## config.mk

```make
export PLATFORM = sky130hd
export DESIGN_NAME = uart_rx_fifo
export DESIGN_NICKNAME = d
export VERILOG_FILES = /design/src/rtl/uart_rx_fifo.sv
export SDC_FILE = /design/constraint.sdc
export NUM_CORES = 1
export LEC_CHECK = 0
export CORE_UTILIZATION = 60
export CTS_BUF_LIST = sky130_fd_sc_hd__clkbuf_8 sky130_fd_sc_hd__clkbuf_16
export DETAILED_ROUTE_END_ITERATION = 8
export GPL_ROUTABILITY_DRIVEN = 1
export PLACE_DENSITY = 0.87
export RECOVER_POWER = 100
export SLEW_MARGIN = 15
export SYNTH_ARGS = -nofsm -noshare
export SYNTH_HDL_FRONTEND = slang
export SYNTH_SLANG_ARGS = --single-unit
```

## constraint.sdc

```tcl
create_clock -name clock -period 2.9 [get_ports clock]
set_input_delay 0.435 -clock clock [delete_from_list [all_inputs] [get_ports clock]]
set_output_delay 0.435 -clock clock [all_outputs]
set_load 0.02 [all_outputs]
```

## src/rtl/uart_rx_fifo.sv

```systemverilog
// UART receiver (8 data bits, LSB first, 1 stop bit) feeding a FIFO_DEPTH-byte FIFO; UART_RX_PARITY_EN adds an even-parity bit.
// Latency: 2-cycle input synchronizer, byte visible the cycle after its stop sample; no backpressure on rx, full FIFO drops and pulses overrun.
module uart_rx_fifo #(
  parameter int CLKS_PER_BIT = 434,
  parameter int FIFO_DEPTH   = 4
) (
  input  logic       clock,
  input  logic       reset,
  input  logic       rx,
  output logic [7:0] out_data,
  output logic       out_valid,
  input  logic       out_ready,
  output logic       frame_err,
  output logic       overrun,
  output logic       parity_err
);

  localparam int              AW        = $clog2(FIFO_DEPTH);
  localparam logic [15:0]     HALF_LAST = 16'(CLKS_PER_BIT / 2 - 1);
  localparam logic [15:0]     BIT_LAST  = 16'(CLKS_PER_BIT - 1);
  localparam logic [AW-1:0]   PTR_ONE   = AW'(1);
  localparam logic [AW:0]     CNT_ONE   = (AW + 1)'(1);
  localparam logic [AW:0]     CNT_FULL  = (AW + 1)'(FIFO_DEPTH);

`ifdef UART_RX_PARITY_EN
  typedef enum logic [2:0] {IDLE, START, DATA, PARITY, STOP, WAIT_IDLE} state_t;
`else
  typedef enum logic [2:0] {IDLE, START, DATA, STOP, WAIT_IDLE} state_t;
`endif

  logic          r_sync1;
  logic          r_sync2;
  logic          r_rx_prev;
  logic [1:0]    r_flush;
  state_t        r_state;
  logic [15:0]   r_baud_cnt;
  logic [2:0]    r_bit_cnt;
  logic [7:0]    r_shift;
  logic          r_frame_err;
  logic          r_overrun;
`ifdef UART_RX_PARITY_EN
  logic          r_par_bit;
  logic          r_parity_err;
`endif

  logic [7:0]    r_mem [FIFO_DEPTH];
  logic [AW-1:0] r_wr_ptr;
  logic [AW-1:0] r_rd_ptr;
  logic [AW:0]   r_count;

  logic          w_start;
  logic          w_bit_end;
  logic          w_par_ok;
  logic          w_byte_done;
  logic          w_full;
  logic          w_pop;
  logic          w_push;

  // r_rx_prev stays 0 until the reset value has left the synchronizer, so a line
  // held low through reset must first be seen high before a start can be detected.
  always_ff @(posedge clock or posedge reset) begin
    if (reset) begin
      r_sync1   <= 1'b1;
      r_sync2   <= 1'b1;
      r_flush   <= 2'b00;
      r_rx_prev <= 1'b0;
    end else begin
      r_sync1   <= rx;
      r_sync2   <= r_sync1;
      r_flush   <= {r_flush[0], 1'b1};
      r_rx_prev <= r_sync2 & r_flush[1];
    end
  end

  assign w_start   = r_rx_prev & ~r_sync2;
  assign w_bit_end = (r_baud_cnt == BIT_LAST);

`ifdef UART_RX_PARITY_EN
  assign w_par_ok = ~^{r_shift, r_par_bit};
`else
  assign w_par_ok = 1'b1;
`endif

  assign w_byte_done = (r_state == STOP) && w_bit_end && r_sync2 && w_par_ok;

  always_ff @(posedge clock or posedge reset) begin
    if (reset) begin
      r_state     <= IDLE;
      r_baud_cnt  <= '0;
      r_bit_cnt   <= '0;
      r_shift     <= '0;
      r_frame_err <= 1'b0;
`ifdef UART_RX_PARITY_EN
      r_par_bit    <= 1'b0;
      r_parity_err <= 1'b0;
`endif
    end else begin
      r_frame_err <= 1'b0;
`ifdef UART_RX_PARITY_EN
      r_parity_err <= 1'b0;
`endif
      case (r_state)
        IDLE: begin
          r_baud_cnt <= '0;
          if (w_start) r_state <= START;
        end
        START: begin
          if (r_baud_cnt == HALF_LAST) begin
            r_baud_cnt <= '0;
            r_bit_cnt  <= '0;
            r_state    <= r_sync2 ? IDLE : DATA;
          end else begin
            r_baud_cnt <= r_baud_cnt + 16'd1;
          end
        end
        DATA: begin
          if (w_bit_end) begin
            r_baud_cnt <= '0;
            r_shift    <= {r_sync2, r_shift[7:1]};
            r_bit_cnt  <= r_bit_cnt + 3'd1;
            if (r_bit_cnt == 3'd7) begin
`ifdef UART_RX_PARITY_EN
              r_state <= PARITY;
`else
              r_state <= STOP;
`endif
            end
          end else begin
            r_baud_cnt <= r_baud_cnt + 16'd1;
          end
        end
`ifdef UART_RX_PARITY_EN
        PARITY: begin
          if (w_bit_end) begin
            r_baud_cnt <= '0;
            r_par_bit  <= r_sync2;
            r_state    <= STOP;
          end else begin
            r_baud_cnt <= r_baud_cnt + 16'd1;
          end
        end
`endif
        STOP: begin
          if (w_bit_end) begin
            r_baud_cnt <= '0;
            if (!r_sync2) begin
              r_frame_err <= 1'b1;
              r_state     <= WAIT_IDLE;
            end else begin
`ifdef UART_RX_PARITY_EN
              r_parity_err <= ~w_par_ok;
`endif
              r_state <= IDLE;
            end
          end else begin
            r_baud_cnt <= r_baud_cnt + 16'd1;
          end
        end
        WAIT_IDLE: begin
          if (r_sync2) r_state <= IDLE;
        end
        default: r_state <= IDLE;
      endcase
    end
  end

  assign w_full = (r_count == CNT_FULL);
  assign w_pop  = out_valid & out_ready;
  assign w_push = w_byte_done & (~w_full | w_pop);

  always_ff @(posedge clock or posedge reset) begin
    if (reset) begin
      r_wr_ptr  <= '0;
      r_rd_ptr  <= '0;
      r_count   <= '0;
      r_overrun <= 1'b0;
    end else begin
      r_overrun <= w_byte_done & w_full & ~w_pop;
      if (w_push) r_wr_ptr <= r_wr_ptr + PTR_ONE;
      if (w_pop)  r_rd_ptr <= r_rd_ptr + PTR_ONE;
      case ({w_push, w_pop})
        2'b10:   r_count <= r_count + CNT_ONE;
        2'b01:   r_count <= r_count - CNT_ONE;
        default: r_count <= r_count;
      endcase
    end
  end

  // A push into a full FIFO with a same-cycle pop overwrites the slot being read out.
  always_ff @(posedge clock) begin
    if (w_push) r_mem[r_wr_ptr] <= r_shift;
  end

  assign out_valid = (r_count != '0);
  assign out_data  = out_valid ? r_mem[r_rd_ptr] : 8'h00;
  assign frame_err = r_frame_err;
  assign overrun   = r_overrun;
`ifdef UART_RX_PARITY_EN
  assign parity_err = r_parity_err;
`else
  assign parity_err = 1'b0;
`endif

endmodule
```

### Yosys cells after proc, flatten, opt, wreduce, memory -nomap -nowiden

Memories as Yosys holds them, arrays and structs flattened.
Index checks and enable logic that the tools add are counted.

* bits in registers: 44
* logic and storage cells: 79
* memory bits (writable): 32
* memories kept: 1

* reductions and logical operators: 11
* equal/unequal tests: 16
* bitwise logic cells: 10
* add/subtract/negate cells: 6
* multiplexer cells: 22

Memory list
* r_mem: depth 4, width 8, rd ports 1, clocked after memory_dff 0, write ports 1, RTL line 46 `logic [7:0] r_mem [FIFO_DEPTH];`

Operator list (number)
* $pmux W16 S3: 1
* $mux W16: 2
* $mux W3: 9
* $add A16 B1 Y16 const B: 1
* $eq A16 B8 Y1 const B: 1
* $eq A16 B9 Y1 const B: 1
* $pmux W3 S5: 1
* $ne A2 B2 Y1 const B: 6
* $pmux W3 S2: 2
* $eq A3 B3 Y1 const B: 3
* $mux W8: 1
* $add A3 B1 Y3 const B: 2
* $and A1 B1 Y1: 6
* $eq A3 B2 Y1 const B: 2
* $reduce_and A6 Y1: 1
* $reduce_bool A3 Y1: 2
* $mux W1: 5
* $add A2 B1 Y2 const B: 2
* $reduce_bool A2 Y1: 2
* $eq A3 B1 Y1 const B: 1
* $logic_not A3 Y1: 1
* $not A1 Y1: 3
* $reduce_and A3 Y1: 1
* $sub A3 B1 Y3 const B: 1
* 7 further kinds: 8

### Depth between registers and ports, before layout

* depth after elaboration: 6
* depth in mapped cells: 11

### Least setup slack after synthesis

OpenSTA, ideal clock, no wires.

* kind: register -> register
* from: register r_baud_cnt[1]
* to: register r_count[1]
* cell stages (with the launch flop): 11
* period minus slack after synthesis: 2235 ps
* library setup time: 94 ps
* arrival time: 2141 ps
* setup slack: 665 ps
* buffers on the path: 0
* cells stage by stage: dfrtp_1 inv_1 ha_1 nor4bb_1 and4b_1 nand2_1 nand3_1 fa_1 a41oi_1 o21ai_0 a221oi_2

* cells in the longest elaborated chain, start to end: 6
* elaborated cells on any way between the ends: 8
* those cells by class: 3 x eq/ne; 1 x mux; 1 x bitwise; 3 x reduce/logical

Ends and longest elaborated chain
* start, declared: RTL line 36 `logic [15:0] r_baud_cnt;`
* start signal, assigned: RTL line 113 `r_baud_cnt <= r_baud_cnt + 16'd1;`
* start signal, assigned: RTL line 129 `r_baud_cnt <= r_baud_cnt + 16'd1;`
* start signal, assigned: RTL line 156 `r_baud_cnt <= r_baud_cnt + 16'd1;`
* $eq A16 B9 Y1 *: RTL line 76 `assign w_bit_end = (r_baud_cnt == BIT_LAST);`
* $logic_and A1 B1 Y1 * (2 in a row): RTL line 84 `assign w_byte_done = (r_state == STOP) && w_bit_end && r_sync2 && w_par_ok;`
* $and A1 B1 Y1 *: RTL line 169 `assign w_push = w_byte_done & (~w_full | w_pop);`
* $eq A2 B1 Y1 or $eq A2 B2 Y1 (tied branches): RTL line 181 `case ({w_push, w_pop})`
* $pmux W3 S2 or $reduce_bool A2 Y1 (tied branches)
* end signal, assigned: RTL line 182 `2'b10: r_count <= r_count + CNT_ONE;`
* end signal, assigned: RTL line 183 `2'b01: r_count <= r_count - CNT_ONE;`
* end signal, assigned: RTL line 184 `default: r_count <= r_count;`
* end, declared: RTL line 49 `logic [AW:0] r_count;`

Every way passes the cells marked *; elsewhere a longest branch is shown, timed or not.
A chain may end at the register's enable or synchronous reset.

### Worst setup path in the final report

* from: register r_rd_ptr[0]
* to: output port out_data[3]

* cells in the longest elaborated chain, start to end: 2

Ends and longest elaborated chain
* start, declared: RTL line 48 `logic [AW-1:0] r_rd_ptr;`
* start signal, assigned: RTL line 180 `if (w_pop) r_rd_ptr <= r_rd_ptr + PTR_ONE;`
* $mem_v2 Z4 W8
* $mux W8: RTL line 195 `assign out_data = out_valid ? r_mem[r_rd_ptr] : 8'h00;`
* end, declared: RTL line 10 `output logic [7:0] out_data,`

Every way passes these cells.

==> run_results.csv <==
group,metric,value,unit
run_status,status,"finished clean",
synth,ys.flop_type,"dfrtp_1",
timing,slew_headroom,0.3892,
floorplan,die_w,79.58,um
cts,tritoncts,"built",
worst_setup_path,crit_required,2.47,ns
pwr,clkPwrFrac,0.331,
floorplan,dieArea,6332,sq um
detailed_routing,drt-pass1-iter-count,5,
detailed_routing,drc,0,
cts,post_cts_buffers,0,
synth,synthMuxAreaShare,0.08316,
finish,area_delta_synth_final,9.979,%
synth,synth_compound_area_frac,0.08212,
synth,yosys.area_share.xor_xnor,0.02426,
worst_setup_path,worstPathArrival,2.34,ns
global_routing,grt_overflow,0,
floorplan,die_h,79.58,um
global_routing,grtUsageTotal,0.2480,
global_routing,grt_pass1_vias,2277,
cts,cts_hold_buf,0,
timing,setup_viol,0,
synth,yosysTopAreaCellShare,0.2911,
synth,syn-num-nets,302,
timing,worstMarginPinSlew,0.9092,ns
synth,synth_top_family_by_area,"simple AND/OR/NAND/NOR gates",
cts,clock_path_buffers,2,
timing,maxSlewViolCount,0,
cts,cts-buffers-inserted,9,
placed_design,dp_hpwl,4563,um
finish,antenna_cells,0,
floorplan,start_util,0.6401,
synth,synthSimpleGateAreaFrac,0.1653,
placed_design,routabilityCongestion,0.8798,
synth,synthAdderAreaFrac,0.03673,
pwr,p_sw_frac,0.2919,
placed_design,io_buffers,14,
pwr,p_seq_frac,0.512,
worst_setup_path,worstSetupEndpointType,"primary output",
detailed_routing,drt_iter0_markers,252,
cts,cts_resized,0,
floorplan,row_count,27,
worst_setup_path,cp-startpoint,"r_rd_ptr[0]",
pwr,powerDensity,616.9,nW/um^2
synth,syn_area_per_cell,12.54,sq um
cts,htreeDepth,3,
placed_design,dp_slack,0.4608,ns
placed_design,place_area,3821,sq um
synth,synth.ff_latch_count,76,
timing,hold_viol_final,0,
floorplan,ioPinCount,16,
worst_setup_path,crit_path_max_fanout,6,
worst_setup_path,criticalPathCategory,"register to primary output",
synth,ys_async_sr_fraction,0.5789,
detailed_routing,vias_per_cell,6.145,
synth,yosysWarnings,0,
finish,drive_gt1_frac,0.1310,
timing,finalWorstSetupSlack,0.1222,ns
finish,final_cell_mix,"dfrtp_1 (42), edfxtp_1 (32), nand2_1 (23), inv_1 (16), nand3_1 (15)",
cts,cts_root_buffer,"clkbuf_8",
worst_hold_path,min-delay-path-class,"register to register",
synth,syn_inst,288,
synth,synth_edf_count,32,
synth,synth.cell_area,3611,sq um
pwr,p_int,1735,uW
timing,finalCriticalPeriod,2.778,ns
pwr,power_switching,715.2,uW
detailed_routing,vias,2366,
timing,max_freq,0.3600,GHz
timing,finalSetupTns,0,ns
timing,clock_skew,0.008042,ns
worst_hold_path,hp-start,"r_flush[0]",
detailed_routing,wl_per_cell,17.59,um
pwr,combPwrFrac,0.157,
floorplan,core_area,5642,sq um
cts,clock_latency,0.36,ns
finish,final_area,3971,sq um
global_routing,grt_max_degree,25,
pwr,ir_drop,434.1,uV
detailed_routing,routed_wl,6771,um
synth,yosys.cell_types.count,62,
run,cap_violations,0,
pwr,p_leak,0.001625,uW
synth,synth_largest_area_cell,"dfrtp_1",
synth,ys_seq_area_frac,0.5717,
global_routing,antenna_found_initial,0,
timing,post-route-period-util,0.9579,
timing,grt_setup_unrepaired,"false",
cts,numClockSinks,76,
detailed_routing,postRouteAntennaNets,0,
cts,clkTransAtPathRegs,0.08,ns
synth,yosys-top-cells-area,"dfrtp_1 (29%), edfxtp_1 (27%), mux4_2 (5.0%), ha_1 (3.1%), mux2_2 (2.5%)",
worst_setup_path,start_kind,"register",
pwr,total_power,2450,uW
worst_setup_path,r2r-start,"r_baud_cnt[3]",
finish,mostFrequentLayoutCell,"dfrtp_1",
finish,fin_nets,322,
global_routing,grt_pass1_wl,11350,um
per-stage QoR:
step | hold WS (ns) | std cells | util
after floorplan | 0.3312 | 288 | -
after global placement | 0.3331 | 369 | 0.6773
after detailed placement | 0.3365 | 369 | 0.6773
after CTS | 0.3545 | 385 | 0.7126
after global routing | 0.3688 | 385 | 0.7039
final | 0.3518 | 385 | 0.7039
final timing paths:
path	end	slack, ns	cells past startpoint
max	out_data[3]	0.12	4
min	r_flush[1]	0.35	0
max reg2reg	r_count[0]	0.38	5
min reg2reg	r_flush[1]	0.35	0
max in group asynchronous	r_shift[2]	1.32	3
min in group asynchronous	r_shift[4]	0.58	2
layout make-up:
cell class | count | area, sq um
tap | 72 | 90.09
inverter | 18 | 67.56
clock inverter | 7 | 75.07
clock buffer | 9 | 123.9
multi-input combinational | 184 | 1380
sequential | 76 | 2064
timing repair buffer | 19 | 170.2
fill | 387 | 1670
sequential cells by signal (all words and copies together), names as in the netlist:
register / cells
r_sync1: 1
r_shift: 8
r_wr_ptr: 2
r_state: 3
r_rd_ptr: 2
r_count: 3
overrun: 1
r_flush: 2
r_sync2: 1
frame_err: 1
r_rx_prev: 1
r_bit_cnt: 3
r_mem: 32
r_baud_cnt: 16
power groups by stage:
stage	Clock [uW]	Sequential, uW	Combinational (uW)
detailed placement	0	1280	395
finish	812	1250	385
floorplan	0	1220	344
global placement	0	1270	377
CTS	824	1250	398
global route	870	1260	433
Yosys cell counts, types with 3 or more instances:
master / count
o21ai_1: 4
mux2i_1: 3
edfxtp_1: 32
and2_1: 13
mux4_2: 8
nand2_1: 23
ha_1: 9
clkbuf_1: 5
nor4_1: 4
xnor2_1: 9
dfrtp_1: 42
nor3_1: 7
mux2_2: 8
nand4_1: 3
nand3_1: 14
inv_1: 17
or3_1: 4
a31oi_1: 3
a21oi_1: 7
nor2_1: 13
o21ai_0: 9
critical path: stages, from the launching register on:
cell	delay (ns)
dfrtp_1	0.50
buf_4	0.23
mux4_2	0.51
and2_0	0.19
clkdlybuf4s50_1	0.55
metal layers:
metal | track usage | routed length, um | up-vias | part of all wire
met1 | 0.3247 | 2902 | 1187 | 0.43
met5 | 0 | 0 | - | 0
li1 | - | - | 1093 | -
met3 | 0.07771 | 378 | 8 | 0.056
met4 | 0.1000 | 99 | 0 | 0.015
met2 | 0.3846 | 3391 | 78 | 0.50
cell families (layout without fill, tap and decap cells):
logic type	Yosys count	in the layout
simple gates	101	101
flops	76	76
compound gates	42	42
buf+inv	28	53
mux	19	19
fa+ha+maj	10	10
xor+xnor	10	10
other cells	2	2
Note: power is estimated with default switching activity, not from simulation.
